`src/rtl/shift_add_acc.sv`:
```
// shift_add_acc: frame accumulator placed after the combinational shift-add
// multiplier. It sums one 2*N-bit product per accepted beat until in_last
// arrives or MAX_TERMS products have been taken. The frame total is then held
// behind a valid/ready handshake.
//
// Handshake rules:
//   - An input beat transfers on a rising edge when in_valid && in_ready.
//   - A result transfers on a rising edge when out_valid && out_ready.
//   - in_ready and out_valid depend on the state register only. in_ready is
//     never high while out_valid is high, so one edge can never both complete
//     a result and start a new frame.
//
// Optional build macro SHIFT_ADD_ACC_SAT_EN:
//   - Defined:   a carry out of ACC_W bits clamps the sum to all-ones.
//   - Undefined: the sum wraps modulo 2^ACC_W.
//   In both builds the sticky overflow flag is set.
//
// Debug visibility: state_q (type state_e) is the single FSM state register
// and can be probed hierarchically.

module shift_add_acc #(
  parameter  int N         = 4,
  parameter  int ACC_W     = 12,
  parameter  int MAX_TERMS = 16,
  localparam int CW        = $clog2(MAX_TERMS + 1)
) (
  input  logic             clk,
  input  logic             rst,
  input  logic             in_valid,
  output logic             in_ready,
  input  logic [2*N-1:0]   product,
  input  logic             in_last,
  output logic             out_valid,
  input  logic             out_ready,
  output logic [ACC_W-1:0] acc_out,
  output logic [CW-1:0]    out_count,
  output logic             overflow
);

  // One extra bit on the adder catches the carry out of ACC_W.
  localparam int            SW      = ACC_W + 1;
  localparam logic [CW-1:0] ONE_CNT = CW'(1);
  localparam logic [CW-1:0] MAX_CNT = CW'(MAX_TERMS);

  typedef enum logic [1:0] {
    IDLE  = 2'd0,
    ACCUM = 2'd1,
    HOLD  = 2'd2
  } state_e;

  state_e           state_q, state_d;
  logic [ACC_W-1:0] acc_q,   acc_d;
  logic [CW-1:0]    count_q, count_d;
  logic             ovf_q,   ovf_d;

  logic             beat;
  logic [SW-1:0]    sum;
  logic             carry;
  logic [ACC_W-1:0] acc_next;

  // Running sum plus the incoming product. The product is zero-extended.
  always_comb begin
    sum      = {1'b0, acc_q} + SW'(product);
    carry    = sum[ACC_W];
`ifdef SHIFT_ADD_ACC_SAT_EN
    // Once clamped, the value stays at all-ones: any further nonzero add
    // carries again, and adding zero leaves it unchanged.
    acc_next = carry ? {ACC_W{1'b1}} : sum[ACC_W-1:0];
`else
    acc_next = sum[ACC_W-1:0];
`endif
  end

  // Next-state and datapath update. The handshake outputs are decoded from
  // the state register alone.
  always_comb begin
    state_d   = state_q;
    acc_d     = acc_q;
    count_d   = count_q;
    ovf_d     = ovf_q;
    in_ready  = (state_q != HOLD);
    out_valid = (state_q == HOLD);
    beat      = in_valid && in_ready;

    case (state_q)
      IDLE: begin
        if (beat) begin
          // The first term of a frame replaces the previous frame's result.
          acc_d   = ACC_W'(product);
          count_d = ONE_CNT;
          ovf_d   = 1'b0;
          state_d = (in_last || (MAX_TERMS == 1)) ? HOLD : ACCUM;
        end
      end

      ACCUM: begin
        if (beat) begin
          acc_d   = acc_next;
          count_d = count_q + ONE_CNT;
          ovf_d   = ovf_q | carry;
          // Reaching MAX_TERMS ends the frame as if in_last had been set.
          state_d = (in_last || (count_d == MAX_CNT)) ? HOLD : ACCUM;
        end
      end

      HOLD: begin
        // The result stays frozen until the consumer takes it.
        if (out_ready) begin
          state_d = IDLE;
        end
      end

      default: begin
        state_d = IDLE;
      end
    endcase
  end

  // State and result registers. Reset has priority over every other event.
  always_ff @(posedge clk) begin
    if (rst) begin
      state_q <= IDLE;
      acc_q   <= '0;
      count_q <= '0;
      ovf_q   <= 1'b0;
    end else begin
      state_q <= state_d;
      acc_q   <= acc_d;
      count_q <= count_d;
      ovf_q   <= ovf_d;
    end
  end

  assign acc_out   = acc_q;
  assign out_count = count_q;
  assign overflow  = ovf_q;

  // A result waiting for the consumer must not change.
  a_hold_stable: assert property (@(posedge clk) disable iff (rst)
    (state_q == HOLD && !out_ready) |=>
      (state_q == HOLD && $stable(acc_q) && $stable(count_q) && $stable(ovf_q)));

  // The term counter never runs past the frame limit.
  a_count_bound: assert property (@(posedge clk) disable iff (rst)
    count_q <= MAX_CNT);

  // The stage never asks for input while it is presenting a result.
  a_ready_excl: assert property (@(posedge clk) disable iff (rst)
    !(in_ready && out_valid));

endmodule

```
`config.mk`:
```
export PLATFORM = sky130hd
export DESIGN_NAME = shift_add_acc
export DESIGN_NICKNAME = d
export VERILOG_FILES = /design/src/rtl/shift_add_acc.sv
export SDC_FILE = /design/constraint.sdc
export NUM_CORES = 1
export LEC_CHECK = 0
export ABC_AREA = 1
export BUFFER_PORTS_ARGS = -buffer_cell sky130_fd_sc_hd__buf_2
export CAP_MARGIN = 10
export CORE_ASPECT_RATIO = 1.25
export CORE_UTILIZATION = 50
export CTS_CLUSTER_DIAMETER = 30
export DETAILED_ROUTE_END_ITERATION = 10
export PLACE_DENSITY = 0.84
export SYNTH_ARGS = -nofsm -noshare
export SYNTH_HDL_FRONTEND = slang
export SYNTH_SLANG_ARGS = --single-unit
```
`constraint.sdc`:
```
create_clock -name clk -period 2.1 [get_ports clk]
set_input_delay 0.42 -clock clk [delete_from_list [all_inputs] [get_ports clk]]
set_output_delay 0.42 -clock clk [all_outputs]
set_load 0.02 [all_outputs]
```
==> metrics.md, run 1 <==
| Metric | Value |
|---|---|
| Status | `complete, no violations` |
| First-pass GRT wire length | `5050 um` |
| Detailed Route WL | `2910 um` |
| ANT cells | `0` |
| Clock Latency Late Sink | `310 ps` |
| CP required | `2360 ps` |
| Endpoints failing hold | `0` |
| Crit-path cells | `ha_1 -> inv_1 -> fa_1 -> o21ai_2 -> nand2_1 -> nand2_2 -> nand3b_1 -> a21oi_1` |
| Die Ht | `60.7 um` |
| ANT nets after route | `0` |
| Yosys top cell area share | `29.0%` |
| Placement Setup Slack | `249 ps` |
| Period minus WS final | `1710 ps` |
| First DRT Iteration DRCs | `29` |
| Core Box Area | `2530 um2` |
| RSZ-0062 raised after global routing | `no` |
| Layout cells sized above 1 | `26.5%` |
| Reg2Reg Depth | `8` |
| Clk sink count | `20` |
| Critical path type | `reg -> reg` |
| Hold depth | `3` |
| Post-CTS Setup Repair Bufs | `0` |
| Synth top area cells | `dfxtp_1 (29%), nand2_1 (13%), ha_1 (8.2%)` |
| CTS Root Buffer Type | `clkbuf_4` |
| Power Dens Cells | `617 nW/um2` |
| Synth area leader | `dfxtp_1` |
| Crit end category | `register` |
| Initial Utilization | `54.6%` |
| Asr flop ratio synth | `0%` |
| Worst Slack Setup Final | `389 ps` |
| Nets | `258` |
| Cells after Synth | `201` |
| Lkg Pwr | `0.836 nW` |
| Setup TNS | `0 ps` |
| Die area | `2980 um2` |
| GR Util All Layers | `21.8%` |
| Pint | `0.682 mW` |
| Row Count | `20` |
| Vias in the first global route | `1,240` |
| GRT overflow | `0` |
| Final Cycle Share | `81.5%` |
| Final Slew Violations | `0` |
| Hold WS | `358 ps` |
| VDD IR max | `452 uV` |
| Psw | `0.310 mW` |
| Filler Cell Count | `246` |
| CP peak stage delay | `420 ps` |
| Setup Viol. Count Final | `0` |
| Syn Area/Cell | `6.87 um2` |
| Sequential share of power | `41.8%` |
| Synth cell count leaders | `nand2_1 (49), inv_1 (30), dfxtp_1 (20)` |
| Cts repair resizes | `0` |
| Via count | `1,353` |
| I/O Buffers | `32` |
| Routability congestion estimate | `0.858` |
| Hpwl dp | `2250 um` |
| Post-synthesis sequential area ratio | `29.0%` |
| Relative slew slack | `77.6%` |
| Post-synthesis cell area | `1380 um2` |
| Worst Skew | `4.79 ps` |
| CTS Hold Bufs | `0` |
| Synthesis-to-layout area growth | `16.4%` |
| Vias per cell | `5.07` |
| Post-DR wirelength/cell | `10.9 um` |
| Top-count cell post-synth | `nand2_1` |
| Post-synth EDFFs | `0` |
| Post-synthesis cell type count | `33` |
| Logic pwr share | `25.3%` |
| CP max FO | `5` |
| Initial antenna violation count | `0` |
| Largest net degree at the start of global routing | `19` |
| H-tree levels | `1` |
| Clock Pin Slew Worst Setup and Hold Paths | `130 ps` |
| Peak Freq | `0.584 GHz` |
| Clock share of power | `33.0%` |
| Residual DRC | `0` |
| TritonCTS clock tree | `yes` |
| Startpoint types | `register` |
| Clock tree buffer depth | `2` |
| Power Total | `0.992 mW` |
| I/O pin count | `33` |
| Max-Cap Viols | `0` |
| Die X-Extent | `49.0 um` |
| Slowest-stage cell, CP | `fa_1` |
| Synth warn | `0` |
| Seq cells post-synth | `20` |
| Hold Crit Class | `in -> reg` |
| CTS buffer count | `3` |
| Switching Share | `31.2%` |
| Synth Flop Type | `dfxtp_1` |
| Syn_nets | `224` |
| Drt pass-1 iters | `4` |
| Crit path arrival time | `1970 ps` |
| Worst-Margin Slew | `336 ps` |
[worst max-delay path: cells and delay by family (launching register included)]
family	cells	cell delay [ps]
AO/OA/AOI/OAI	2	360
buffers and inverters	1	60
flip-flops	1	370
AND/OR/NAND/NOR	3	270
adder cells (fa/ha/maj)	2	600
[sequential cells by signal (all words and copies together) (netlist names)]
name	cells
acc_out	12
out_count	5
overflow	1
state_q	2
[final timing paths]
check | start | to | slack, ps
min | out_ready | state_q[1] | 360
max reg2reg | acc_out[0] | acc_out[8] | 390
min reg2reg | overflow | overflow | 450
max | acc_out[0] | acc_out[8] | 390
[placed cells by master, fill, tap and decap left out]
cell | netlist | final
a21oi_1 | 15 | 15
nand3_2 | 1 | 1
inv_1 | 30 | 30
nor2_1 | 15 | 15
a31oi_1 | 1 | 1
nor2_2 | 2 | 2
a21oi_2 | 4 | 4
o22ai_1 | 2 | 2
buf_2 | 1 | 32
nand4_1 | 1 | 1
o21ai_2 | 3 | 3
bufinv_16 | 0 | 1
clkinv_2 | 1 | 1
dfxtp_1 | 20 | 20
fa_1 | 1 | 1
clkbuf_4 | 0 | 3
nand2_2 | 5 | 5
nand3_1 | 13 | 13
o221a_1 | 1 | 1
o21ai_0 | 4 | 4
xnor2_1 | 1 | 1
inv_2 | 7 | 7
nand3b_1 | 1 | 1
o31ai_1 | 1 | 1
nand2_1 | 49 | 49
o221a_4 | 1 | 1
xor2_1 | 2 | 2
ha_1 | 9 | 9
o21bai_1 | 2 | 2
nand2_4 | 1 | 1
o211ai_1 | 1 | 1
or2_1 | 2 | 2
o21ai_1 | 1 | 1
nor2_4 | 1 | 1
[cell type report]
cell class / count / area, um2 / area share (%)
inverters: 38 / 144 / 8.96
repair buffers: 32 / 160 / 9.97
clock buffers: 3 / 22.5 / 1.40
multi-input cells: 140 / 808 / 50.3
clock inverters: 1 / 30.0 / 1.87
flip-flops and latches: 20 / 400 / 24.9
well taps: 33 / 41.3 / 2.57
[metrics by stage]
| step | area [um2] | instances | utilization (%) |
|---|---|---|---|
| after floorplan | 1380 | 201 | - |
| after global placement | 1550 | 263 | 61.5 |
| after detailed placement | 1550 | 263 | 61.5 |
| after CTS | 1610 | 267 | 63.6 |
| after global routing | 1610 | 267 | 63.6 |
| final | 1610 | 267 | 63.6 |
[cell families (layout without fill, tap and decap cells)]
kind of cell,Yosys count,after routing,share of synthesized area (%)
DFF,20,20,29.0
buffers and inverters,41,74,12.4
AOI/OAI and AO/OA,36,36,17.5
and+or+nand+nor,91,91,29.6
xor gates and xnor gates,3,3,1.90
adders and majority gates,10,10,9.61
[routing by layer]
layer / global-route usage (%) / wire length (um) / up-vias
li1: - / - / 705
met1: 25.0 / 1330 / 608
met2: 41.9 / 1430 / 33
met3: 2.01 / 102 / 7
met4: 9.24 / 46 / 0
met5: 0 / 0 / -
[power groups by stage]
stage,Combinational (mW),Sequential (mW),Clock (mW)
CTS,0.251,0.414,0.331
global placement,0.243,0.422,0
global route,0.283,0.417,0.345
floorplan,0.171,0.440,0
finish,0.251,0.414,0.327
detailed placement,0.249,0.423,0
No activity file was read; power rests on OpenSTA's default activity.
==> run 2, diff against run 1 <==
--- a/config.mk
+++ b/config.mk
@@ -5,14 +5,14 @@
 export SDC_FILE = /design/constraint.sdc
 export NUM_CORES = 1
 export LEC_CHECK = 0
-export ABC_AREA = 1
+export ABC_AREA = 0
 export BUFFER_PORTS_ARGS = -buffer_cell sky130_fd_sc_hd__buf_2
 export CAP_MARGIN = 10
 export CORE_ASPECT_RATIO = 1.25
 export CORE_UTILIZATION = 50
 export CTS_CLUSTER_DIAMETER = 30
 export DETAILED_ROUTE_END_ITERATION = 10
-export PLACE_DENSITY = 0.84
+export PLACE_DENSITY = 0.85
 export SYNTH_ARGS = -nofsm -noshare
 export SYNTH_HDL_FRONTEND = slang
 export SYNTH_SLANG_ARGS = --single-unit
==> constraint.sdc (replaced) <==
create_clock -name clk -period 1.8 [get_ports clk]
set_input_delay 0.36 -clock clk [delete_from_list [all_inputs] [get_ports clk]]
set_output_delay 0.36 -clock clk [all_outputs]
set_load 0.02 [all_outputs]
==> metrics.md, run 2 <==
| Metric | Value |
|---|---|
| Row Count | `20 (unchanged)` |
| Layout cells sized above 1 | `38.3% (+12 points)` |
| Initial Utilization | `52.5% (-2.1 points)` |
| TritonCTS clock tree | `yes` |
| CP required | `2060 ps (-300 ps)` |
| Routability congestion estimate | `0.842 (-1.8%)` |
| Final Cycle Share | `111% (+30 points)` |
| H-tree levels | `1 (unchanged)` |
| ANT cells | `0 (unchanged)` |
| Worst Skew | `6.91 ps (+2.12 ps)` |
| Lkg Pwr | `0.785 nW (-6.0%)` |
| Synth Flop Type | `dfxtp_1` |
| Power Dens Cells | `671 nW/um2 (+8.6%)` |
| RSZ-0062 raised after global routing | `yes` |
| Synth top area cells | `dfxtp_1 (32%), ha_1 (8.9%), o21ai_0 (5.6%)` |
| Top-count cell post-synth | `dfxtp_1` |
| Worst-Margin Slew | `452 ps (+116 ps)` |
| Peak Freq | `0.499 GHz (-15%)` |
| Via count | `1,367 (+1.0%)` |
| Failing checks | `setup timing` |
| I/O pin count | `33 (unchanged)` |
| Residual DRC | `0 (unchanged)` |
| Yosys top cell area share | `31.7% (+2.7 points)` |
| Die area | `2730 um2 (-8.3%)` |
| Critical path type | `reg -> reg` |
| Status | `complete, but fails checks` |
| Cells after Synth | `148 (-26%)` |
| Post-synthesis sequential area ratio | `31.7% (+2.7 points)` |
| Largest net degree at the start of global routing | `15 (-4)` |
| ANT nets after route | `0 (unchanged)` |
| Synthesis-to-layout area growth | `36.5%` |
| Vias per cell | `5.84 (+15%)` |
| Vias in the first global route | `1,295 (+4.4%)` |
| Setup Viol. Count Final | `4 (+4)` |
| Multi-input gate area | `895 um2 (+11%)` |
| Syn Area/Cell | `8.52 um2 (+24%)` |
| Most frequent cells in the layout | `buf_2 (32), buf_4 (21), dfxtp_1 (18), nand2_1 (11)` |
| Clock Pin Slew Worst Setup and Hold Paths | `130 ps (about the same)` |
| Detailed Route WL | `3660 um (+26%)` |
| Storage cell area | `405 um2 (+1.3%)` |
| Synth cell count leaders | `dfxtp_1 (20), o21ai_0 (14), a21oi_1 (12)` |
| Max-Cap Viols | `0 (unchanged)` |
| GRT overflow | `0 (unchanged)` |
| Clock Latency Late Sink | `320 ps (about the same)` |
| Clk sink count | `20 (unchanged)` |
| CTS Root Buffer Type | `clkbuf_4` |
| Startpoint types | `register` |
| Final instance area | `1720 um2 (+7.2%)` |
| Clock tree buffer depth | `2 (unchanged)` |
| Max FFs per register | `12 (unchanged)` |
| Synth area leader | `dfxtp_1` |
| Drt pass-1 iters | `4 (unchanged)` |
| Die Ht | `58.2 um (-4.3%)` |
| Post-DR wirelength/cell | `15.6 um (+44%)` |
| Nets | `225 (-13%)` |
| CTS buffer count | `3 (unchanged)` |
| I/O Buffers | `32 (unchanged)` |
| Crit path arrival time | `2270 ps (+300 ps)` |
| Synth warn | `0 (unchanged)` |
| Core Box Area | `2400 um2 (-5.0%)` |
| Endpoints failing hold | `0 (unchanged)` |
| Area of placed instances | `1610 um2 (+3.4%)` |
| First DRT Iteration DRCs | `60 (+110%)` |
| CP max FO | `3 (-2)` |
| Period minus WS final | `2000 ps (+292 ps)` |
| Final Slew Violations | `0 (unchanged)` |
| First-pass GRT wire length | `5490 um (+8.6%)` |
| Finished Core Util | `71.7% (+8.1 points)` |
| Initial antenna violation count | `0 (unchanged)` |
| Post-synthesis cell type count | `42 (+27%)` |
| Die X-Extent | `46.9 um (-4.2%)` |
| GR Util All Layers | `27.9% (+6.1 points)` |
| Hpwl dp | `2570 um (+14%)` |
| Post-synthesis cell area | `1260 um2 (-8.6%)` |
| Crit end category | `register` |
| Asr flop ratio synth | `0% (unchanged)` |
| VDD IR max | `538 uV (+19%)` |
| Hold Crit Class | `in -> reg` |
| Seq cells post-synth | `20 (unchanged)` |
| Filler Cell Count | `184 (-25%)` |
| Post-synth EDFFs | `0 (unchanged)` |
| Most common cell after layout, fill and taps aside | `buf_2` |
| Syn_nets | `171 (-24%)` |
| Worst Slack Setup Final | `-204 ps (-592 ps)` |
| Relative slew slack | `69.8% (-7.8 points)` |
==> run 2: cell families after synthesis <==
logic type	count (synthesis)	share of synthesized area, %
compound gates	51	26.4
buf+inv	11	3.47
fa+ha+maj	10	10.5
mux	3	2.48
flops	20	31.7
simple gates	45	19.8
xor+xnor	8	5.56
==> run 2: final cells by class <==
cell class                 instances  share of cell area, %
clock buffer                       4                   2.11
inverter                           7                   1.53
multi-input combinational        117                   52.0
sequential                        20                   23.5
tap                               33                   2.40
timing repair buffer              53                   18.5
==> run 2: repair_timing <==
item                                    CTS  global route
pin swaps                                10             8
gates resized for setup                   6             8
hold buffers                              0             0
hold endpoints to repair                  0             0
buffers inserted                          2             1
endpoints found under the setup margin    5             9
==> run 2: per-layer routing <==
metal | share of wire (%) | global-route usage [%] | up-vias
li1 | - | - | 658
met1 | 42 | 29.6 | 632
met2 | 50 | 46.4 | 61
met3 | 5.1 | 6.54 | 16
met4 | 3.3 | 19.2 | 0
met5 | 0 | 0 | -
==> run 2: power breakdown <==
group / internal [mW] / switching [mW]
combinational: 0.181 / 0.208
clock: 0.124 / 0.156
sequential: 0.464 / 0.0214
total: 0.769 / 0.386
==> run 2: path summary, 6_finish.rpt <==
check	depth (start not counted)	slack [ps]	end	startpoint
max	8	-200	acc_out[10]	acc_out[0]
min reg2reg	2	510	acc_out[6]	acc_out[6]
min	3	310	state_q[1]	out_ready
max reg2reg	8	-200	acc_out[10]	acc_out[0]
==> run 2: worst max-delay path: stages, from the launching register on <==
cell and delay [ps]:
dfxtp_4 370, ha_4 130, inv_2 40, fa_2 340, and2b_2 250, o2111ai_2 120, and4b_4 230, or3_4 330
a21oi_2 140
==> run 2: per-stage QoR <==
step                total power [mW]  instances  hold slack [ps]  setup TNS, ps  setup slack, ps
finish                          1.15        234              315           -612             -204
global route                    1.20        234              296           -856             -251
CTS                             1.12        233              302           -931             -278
detailed placement             0.840        227              492          -1490             -395
global placement               0.820        227              477           -852             -258
floorplan                      0.700        148              439           -294             -147
==> run 3, diff against run 2 <==
--- a/config.mk
+++ b/config.mk
@@ -7,8 +7,8 @@
 export LEC_CHECK = 0
 export ABC_AREA = 0
 export BUFFER_PORTS_ARGS = -buffer_cell sky130_fd_sc_hd__buf_2
-export CAP_MARGIN = 10
 export CORE_ASPECT_RATIO = 1.25
+export CORE_MARGIN = 4
 export CORE_UTILIZATION = 50
 export CTS_CLUSTER_DIAMETER = 30
 export DETAILED_ROUTE_END_ITERATION = 10
==> constraint.sdc (replaced) <==
create_clock -name clk -period 1.8 [get_ports clk]
set_input_delay 0.09 -clock clk [delete_from_list [all_inputs] [get_ports clk]]
set_output_delay 0.09 -clock clk [all_outputs]
set_load 0.02 [all_outputs]
==> metrics.md, run 3 (synthesis results as in run 2) <==
| Metric | Value |
|---|---|
| Met3 wire len | `275 um (+49%)` |
| Vias in the first global route | `1,354 (+4.6%)` |
| Residual DRC | `0 (unchanged)` |
| Most common cell after layout, fill and taps aside | `buf_2` |
| Hold WS | `55.2 ps (-260 ps)` |
| VDD IR max | `476 uV (-11%)` |
| Layout cells sized above 1 | `37.1% (-1.2 points)` |
| Status | `complete, but fails checks` |
| Startpoint types | `register` |
| Top delay family on crit path | `simple AND/OR/NAND/NOR gates` |
| Critical path type | `reg -> reg` |
| ANT cells | `0 (unchanged)` |
| CTS buffer count | `3 (unchanged)` |
| First-pass GRT wire length | `5900 um (+7.5%)` |
| Final Slew Violations | `0 (unchanged)` |
| Die area | `3390 um2 (+24%)` |
| WP buf/inv | `1 (unchanged)` |
| Met2 routed WL | `1920 um (+4.7%)` |
| I/O Buffers | `32 (unchanged)` |
| Worst Slack Setup Final | `-133 ps (+70.4 ps)` |
| Nets | `218 (-3.1%)` |
| Filler Cell Count | `194 (+5.4%)` |
| Peak Freq | `0.517 GHz (+3.6%)` |
| Relative slew slack | `74.9% (+5.1 points)` |
| Initial antenna violation count | `0 (unchanged)` |
| Reg2Reg Setup Slack | `-130 ps (+70 ps)` |
| Core Box Area | `2430 um2 (+1.0%)` |
| Row Count | `20 (unchanged)` |
| Crit end category | `register` |
| Worst-Margin Slew | `377 ps (-75.0 ps)` |
| Hold Crit Class | `in -> reg` |
| Cell total after placement | `220 (-3.1%)` |
| I/O pin count | `33 (unchanged)` |
| Slowest-stage cell, CP | `dfxtp_4` |
| Clk sink count | `20 (unchanged)` |
| Die Ht | `64.2 um (+10%)` |
| CP peak stage delay | `370 ps (about the same)` |
| First DRT Iteration DRCs | `61 (+1.7%)` |
| Clock Pin Slew Worst Setup and Hold Paths | `110 ps (-20 ps)` |
| Power Dens Cells | `667 nW/um2 (-0.48%)` |
| Via count | `1,383 (+1.2%)` |
| Failing checks | `setup timing` |
| Vias per cell | `6.09 (+4.3%)` |
| Post-DR wirelength/cell | `16.2 um (+3.6%)` |
| CP required | `2050 ps (about the same)` |
| Setup Viol. Count Final | `4 (unchanged)` |
| Placement Setup Slack | `-159 ps (+236 ps)` |
| Endpoints failing hold | `0 (unchanged)` |
| Final Cycle Share | `107% (-3.9 points)` |
| Initial Utilization | `52.0% (-0.54 points)` |
| TritonCTS clock tree | `yes` |
| Max FFs per register | `12 (unchanged)` |
| Synthesis-to-layout area growth | `33.4%` |
| Multi-input gate area | `908 um2 (+1.5%)` |
| Most frequent cells in the layout | `buf_2 (32), dfxtp_1 (18), buf_4 (14), nand2_1 (11), o21ai_0 (11)` |
| Top Layer Used | `met4` |
| Clock tree buffer depth | `2 (unchanged)` |
| Routability congestion estimate | `0.872 (+3.6%)` |
| Die X-Extent | `52.9 um (+13%)` |
| GRT overflow | `0 (unchanged)` |
| DRT met1 WL | `1390 um (-8.6%)` |
| Drt pass-1 iters | `4 (unchanged)` |
| H-tree levels | `1 (unchanged)` |
| Largest net degree at the start of global routing | `16 (+1)` |
| ANT nets after route | `0 (unchanged)` |
| Fin cells | `227 (-3.0%)` |
| Crit-path cells | `ha_4 -> inv_2 -> fa_2 -> and2b_1 -> o2111ai_2 -> and4b_4 -> or3_4 -> a21oi_2` |
| Hpwl dp | `2560 um (-0.59%)` |
| Period minus WS final | `1930 ps (-70.4 ps)` |
| CP max FO | `3 (unchanged)` |
| Storage cell area | `405 um2 (unchanged)` |
| CTS Root Buffer Type | `clkbuf_4` |
| Worst Skew | `2.86 ps (-4.05 ps)` |
| RSZ-0062 raised after global routing | `yes` |
| Clock Latency Late Sink | `310 ps (about the same)` |
| Detailed Route WL | `3680 um (+0.55%)` |
| Crit path arrival time | `2190 ps (-80 ps)` |
| GR Util All Layers | `22.4% (-5.5 points)` |
| Lkg Pwr | `0.754 nW (-3.9%)` |
| Max-Cap Viols | `0 (unchanged)` |
| Finished Core Util | `69.3% (-2.3 points)` |
run 3: cell count changes in the layout (fill, tap and decap cells not counted):
| cell | delta |
|---|---|
| a21oi_1 | -1 |
| a21oi_2 | +1 |
| a221oi_1 | -1 |
| a221oi_2 | +1 |
| and2b_1 | +1 |
| and2b_2 | -1 |
| buf_4 | -7 |
| o21ai_0 | +1 |
| o21ai_1 | -1 |
| or3_1 | -1 |
| or3_4 | +1 |
run 3: cell type report:
class | count | area share (%)
clock buffer | 4 | 2.16
inverter | 7 | 1.56
multi-input combinational | 117 | 54.0
sequential | 20 | 24.1
tap | 33 | 2.45
timing repair buffer | 46 | 15.8
run 3: what timing repair did:
action | 4_1_cts | 5_1_grt
pin swaps | 8 | 5
setup buffers | 2 | 1
hold buffers | 0 | 0
setup endpoints to repair | 4 | 9
gates resized for setup | 3 | 12
run 3: final timing paths:
check / end / start / depth (start not counted)
worst max-delay path: acc_out[10] / acc_out[0] / 8
worst min-delay path: state_q[1] / out_ready / 3
worst max register to register: acc_out[10] / acc_out[0] / 8
worst min register to register: acc_out[3] / acc_out[3] / 2
run 3: report_power, final:
part / internal, mW / leakage, nW / total (mW) / switching [mW]
clock: 0.124 / 0.0210 / 0.266 / 0.143
sequential: 0.464 / 0.164 / 0.487 / 0.0228
combinational: 0.165 / 0.569 / 0.370 / 0.205
run 3: metal layers:
layer	GRT usage (%)	up-vias
met5	0	-
met4	11.2	0
met3	4.20	13
met2	39.0	66
met1	25.0	661
li1	-	643
run 3: metrics by stage:
| stage | TNS (ps) | total power [mW] | cell area, um2 |
|---|---|---|---|
| final | -316 | 1.12 | 1680 |
| after global routing | -799 | 1.18 | 1680 |
| after CTS | -501 | 1.09 | 1620 |
| after detailed placement | -316 | 0.816 | 1550 |
| after global placement | -220 | 0.798 | 1550 |
| after floorplan | -294 | 0.700 | 1290 |
run 3: worst reg2reg max path, cell delays in order (launching register included):
cell and delay, ps:
dfxtp_4 370, ha_4 120, inv_2 30, fa_2 320, and2b_1 220, o2111ai_2 130
and4b_4 240, or3_4 330, a21oi_2 110
